<file path="src/rtl/uart_rx.sv">
// uart_rx: 8N-with-parity UART receiver with parity/framing checks and a byte FIFO
// drained through a level Receive / pulse Received handshake.
module uart_rx #(
    parameter int CLK_FREQ   = 100_000_000,
    parameter int BAUD       = 19200,
    parameter bit PARITY_ODD = 1,
    parameter int FIFO_DEPTH = 4
) (
    input  logic       clk,
    input  logic       Reset,
    input  logic       Sin,
    output logic       Receive,
    input  logic       Received,
    output logic [7:0] Dout,
    output logic       parityErr,
    output logic       framingErr,
    output logic       overrun
);
    localparam int BIT_TICKS = CLK_FREQ / BAUD;
    localparam int CW = $clog2(BIT_TICKS);
    localparam int AW = $clog2(FIFO_DEPTH);
    localparam logic [CW-1:0] HALF_END = CW'(BIT_TICKS / 2 - 1);
    localparam logic [CW-1:0] BIT_END = CW'(BIT_TICKS - 1);

    typedef enum logic [2:0] {IDLE, START, DATA, PARITY, STOP, BREAK} state_t;

    state_t        state;
    logic [1:0]    sync;
    logic          s;
    logic [CW-1:0] cnt;
    logic [2:0]    idx;
    logic [7:0]    data;
    logic          bad;
    logic [8:0]    mem [FIFO_DEPTH];
    logic [AW:0]   wp, rp;
    logic          full, empty, push, pop;

    assign s = sync[1];
    assign empty = wp == rp;
    assign full = (wp[AW] != rp[AW]) && (wp[AW-1:0] == rp[AW-1:0]);
    assign push = state == STOP && cnt == BIT_END && s;
    assign pop = Received && !empty;
    assign Receive = !empty;
    assign {parityErr, Dout} = mem[rp[AW-1:0]];

    always_ff @(posedge clk or posedge Reset) begin
        if (Reset) begin
            sync <= 2'b11;
            state <= IDLE;
            cnt <= '0;
            idx <= '0;
            data <= '0;
            bad <= 1'b0;
            framingErr <= 1'b0;
        end else begin
            sync <= {sync[0], Sin};
            framingErr <= 1'b0;
            cnt <= cnt + 1'b1;
            case (state)
                IDLE: if (!s) begin
                    state <= START;
                    cnt <= '0;
                end
                START: if (cnt == HALF_END) begin
                    cnt <= '0;
                    idx <= '0;
                    state <= s ? IDLE : DATA;
                end
                DATA: if (cnt == BIT_END) begin
                    cnt <= '0;
                    data[idx] <= s;
                    idx <= idx + 1'b1;
                    if (idx == 3'd7) state <= PARITY;
                end
                PARITY: if (cnt == BIT_END) begin
                    cnt <= '0;
                    bad <= (^data ^ s) != PARITY_ODD;
                    state <= STOP;
                end
                // A low stop bit means a broken frame or a break; wait for the line to recover.
                STOP: if (cnt == BIT_END) begin
                    cnt <= '0;
                    framingErr <= !s;
                    state <= s ? IDLE : BREAK;
                end
                BREAK: if (s) state <= IDLE;
                default: state <= IDLE;
            endcase
        end
    end

    // A push into a full FIFO succeeds only when a pop frees the head slot in the same cycle.
    always_ff @(posedge clk or posedge Reset) begin
        if (Reset) begin
            wp <= '0;
            rp <= '0;
            overrun <= 1'b0;
            for (int i = 0; i < FIFO_DEPTH; i++) mem[i] <= '0;
        end else begin
            if (push && (!full || pop)) begin
                mem[wp[AW-1:0]] <= {bad, data};
                wp <= wp + 1'b1;
            end
            if (push && full && !pop) overrun <= 1'b1;
            if (pop) rp <= rp + 1'b1;
        end
    end
endmodule

</file>
<file path="config.mk">
export PLATFORM = sky130hd
export DESIGN_NAME = uart_rx
export DESIGN_NICKNAME = d
export VERILOG_FILES = /design/src/rtl/uart_rx.sv
export SDC_FILE = /design/constraint.sdc
export NUM_CORES = 1
export LEC_CHECK = 0
export ABC_AREA = 1
export BUFFER_PORTS_ARGS = -buffer_cell sky130_fd_sc_hd__clkbuf_2
export CAP_MARGIN = 10
export CORE_MARGIN = 2
export CORE_UTILIZATION = 50
export DETAILED_ROUTE_END_ITERATION = 10
export PLACE_DENSITY = 0.67
export SYNTH_ARGS = -nofsm -noshare
export SYNTH_HDL_FRONTEND = slang
export SYNTH_SLANG_ARGS = --single-unit
</file>
<file path="constraint.sdc">
create_clock -name clk -period 4.8 [get_ports clk]
set_clock_uncertainty 0.1 [all_clocks]
set_input_delay 0.96 -clock clk [delete_from_list [all_inputs] [get_ports clk]]
set_output_delay 0.96 -clock clk [all_outputs]
set_load 0.02 [all_outputs]
</file>
==> impl_metrics.csv <==
group,metric,value,unit
outcome,status,"complete, no violations",
flow_run,drv_cap,0,
final_layout,nFillCells,730,
timing,period_needed,3.06,ns
clocking,clockBufferDepth,2,
timing,worst_pin_slew,1.00,ns
critical_path,critPathLaunchType,"flip-flop",
synthesis,async_reset_ff_share,100,%
clocking,path_clk_slew,0.08,ns
timing,fmax,0.327,GHz
pwr,p_sw,0.528,mW
critical_path,path_class,"reg2out",
pwr,p_leak,2.29,nW
floorplanning,ioPinCount,16,
critical_path,setup.worst_path.end_class,"primary output",
final_layout,drive_gt1_share,9.49,%
critical_path,reg2reg_depth,6,
clocking,ctsResizeCount,0,
clocking,tritoncts,"built",
synthesis,yosysSeqAreaShare,45.8,%
critical_path,cp_max_fo,21,
synthesis,netlist_instances,517,
synthesis,synth_edf_count,0,
clocking,post-cts-setup-buffer-count,0,
timing,period_share,63.7,%
floorplanning,coreArea,7810,sq um
floorplanning,dieHeight,94.0,um
clocking,htree_levels,3,
detailed_routing,route.met2.wl,4090,um
detailed_routing,wire_per_inst,13.9,um
final_layout,area_growth,6.95,%
place,numPlacedInstances,613,
floorplanning,start_util,51.9,%
final_layout,final_area,4330,sq um
synthesis,yosysMostFrequentCell,"nand2_1",
place,place.gp.congestion,0.897,
worst_hold_path,holdPathEnd,"sync[1]",
synthesis,synth_top_area_cell,"dfrtp_1",
synthesis,synth_xor_area_share,2.16,%
critical_path,worstPathCellList,"inv_2, o21ai_0, o22ai_1, clkbuf_2",
grt,grt_pass1_vias,3219,
grt,antenna_found_initial,0,
critical_path,rrSetupSlack,2.26,ns
timing,rsz0062_at_grt,"false",
floorplanning,fp.dieArea,8840,sq um
critical_path,r2r-start,"rp[0]",
synthesis,synth_top_family_by_area,"simple AND/OR/NAND/NOR gates",
critical_path,reg2reg_to,"mem[10]",
grt,grt_first_pass_wirelength,15200,um
timing,relSlewSlack,33.0,%
timing,finalWorstSetupSlack,1.74,ns
worst_hold_path,hold_start,"sync[0]",
clocking,cts-buffers-inserted,9,
grt,overflow,0,
detailed_routing,dr.max_layer_used,"met4",
final_layout,instances_no_fill,629,
clocking,clock_latency,0.34,ns
synthesis,netlist_area,4050,sq um
final_layout,n_antenna_cell,0,
synthesis,synth_top_area_share,44.5,%
worst_hold_path,holdPathStages,0,
critical_path,critPathArrivalTime,2.00,ns
detailed_routing,first_pass_iters,4,
synthesis,ys_warn_count,0,
grt,grt_max_degree,49,
critical_path,cp_slowest_stage_delay,0.81,ns
place,place_ws,2.14,ns
timing,fin_setup_tns,0,ns
synthesis,synth_ff_type,"dfrtp_1",
synthesis,syn_avg_cell_area,7.84,sq um
timing,hold_viol,0,
synthesis,synth_area_leaders,"dfrtp_1, nand2_1, nand4_1",
final_layout,fin_util,55.5,%
timing,finalSetupViolations,0,
timing,fin_hold_ws,0.260,ns
detailed_routing,vias,3386,
clocking,clock-root-buffer,"clkbuf_8",
final_layout,nets,534,
floorplanning,die_w,94.0,um
clocking,holdBufCountCts,0,
place,dpl_cell_area,4120,sq um
detailed_routing,drt_first_iter_violations,196,
pwr,p_int,1.04,mW
synthesis,synth-compound-area-share,6.79,%
critical_path,path_buf_inv,2,
worst_hold_path,hold_path.class,"reg2reg",
detailed_routing,dr_wl_met3,394,um
floorplanning,row_count,32,
synthesis,ys_types,30,
synthesis,synthMuxAreaShare,0,%
critical_path,cp.depth,4,
critical_path,crit_path_top_delay_cell,"dfrtp_1",
clocking,cts.sinks,74,
timing,finalMaxSlewViolations,0,
detailed_routing,drt-met1-wl,4150,um
place,hpwl,5920,um
pwr,seq_power_share,43.6,%
grt,track_usage,21.8,%
synthesis,ys_ff_latch,74,
detailed_routing,ant_nets,0,
pwr,swShare,33.6,%
critical_path,crit_required,3.74,ns
detailed_routing,wl,8760,um
pwr,pwr-share-comb,22.8,%
place,portBuffers,15,
critical_path,cpLargestDelayFamily,"flip-flops",
synthesis,synthAdderAreaFrac,2.47,%
synthesis,synth-simple-area-share,35.0,%
detailed_routing,drc,0,
pwr,power_per_cell_area,363,nW/um^2
pwr,vdd_drop_max,0.151,mV
synthesis,synth_common_cells,"nand2_1, dfrtp_1, nand4_1, nor2_1, inv_1",
synthesis,synth_fp_nets,529,
detailed_routing,vias_per_cell,5.38,
pwr,power.share.clock,33.6,%
pwr,total_power,1.57,mW
[how the worst max path moves through the flow]
| stage | slack [ns] | start | end |
|---|---|---|---|
| floorplan | 1.86 | Reset | bad |
| global placement | 2.11 | rp[0] | Dout[5] |
| detailed placement | 2.14 | rp[0] | Dout[5] |
| CTS | 1.73 | rp[0] | Dout[5] |
| global route | 1.62 | rp[0] | parityErr |
| finish | 1.74 | rp[0] | Dout[5] |
[placed cells by master (no fill, tap or decap)]
cell type	count
bufinv_16	2
nor2_8	1
clkbuf_2	15
dfstp_2	2
xor2_1	4
nand3_2	1
nand2_1	165
xnor2_1	6
nor2_1	44
nor2_2	1
nand3_4	4
clkinv_4	1
nand3_1	29
a31oi_1	3
nand2_2	3
clkinv_2	2
nand4_1	46
inv_1	41
o21ai_0	36
nand3b_1	1
o22ai_1	9
nand2_4	1
ha_1	8
nor3_1	9
nand4_2	1
buf_4	1
clkbuf_8	9
clkinvlp_4	2
a21oi_1	4
inv_2	4
dfrtp_1	72
[worst register-to-register path, stage by stage, from the launching register on]
cell     delay (ns)
dfrtp_1        0.81
xor2_1         0.14
a21oi_1        0.28
nand2_2        0.58
nand3_4        0.42
nand2_1        0.09
nand2_1        0.06
[power by group through the flow]
stage	registers (mW)	logic [mW]	clock network, mW
detailed placement	0.697	0.359	0
floorplan	0.661	0.292	0
finish	0.686	0.358	0.527
global placement	0.698	0.355	0
global route	0.690	0.396	0.574
CTS	0.686	0.361	0.545
[layout make-up]
cell class / instances / area, sq um / area share (%)
Multi-Input combinational cell: 376 / 1880 / 43.4
Clock inverter: 7 / 93.8 / 2.17
Inverter: 45 / 169 / 3.90
Clock buffer: 9 / 124 / 2.86
Tap cell: 102 / 128 / 2.95
Sequential cell: 74 / 1850 / 42.8
Timing Repair Buffer: 16 / 82.6 / 1.91
[kinds of logic (layout without fill, tap and decap cells)]
family,after synthesis,in the layout
XOR/XNOR,10,10
adder cells (fa/ha/maj),8,8
AND/OR/NAND/NOR,306,306
AO/OA/AOI/OAI,52,52
buffers and inverters,67,77
flip-flops,74,74
[sequential cells by signal, indices dropped and copies added (netlist names)]
signal,count
overrun,1
cnt,13
bad,1
state,3
data,8
wp,3
rp,3
sync,2
mem,36
idx,3
framingErr,1
[per-layer routing]
metal / vias up / GRT usage (%)
met5: - / 0
met4: 0 / 6.28
met3: 10 / 4.57
met2: 93 / 34.5
met1: 1566 / 30.3
li1: 1717 / -
(Power assumes the default switching activity.)
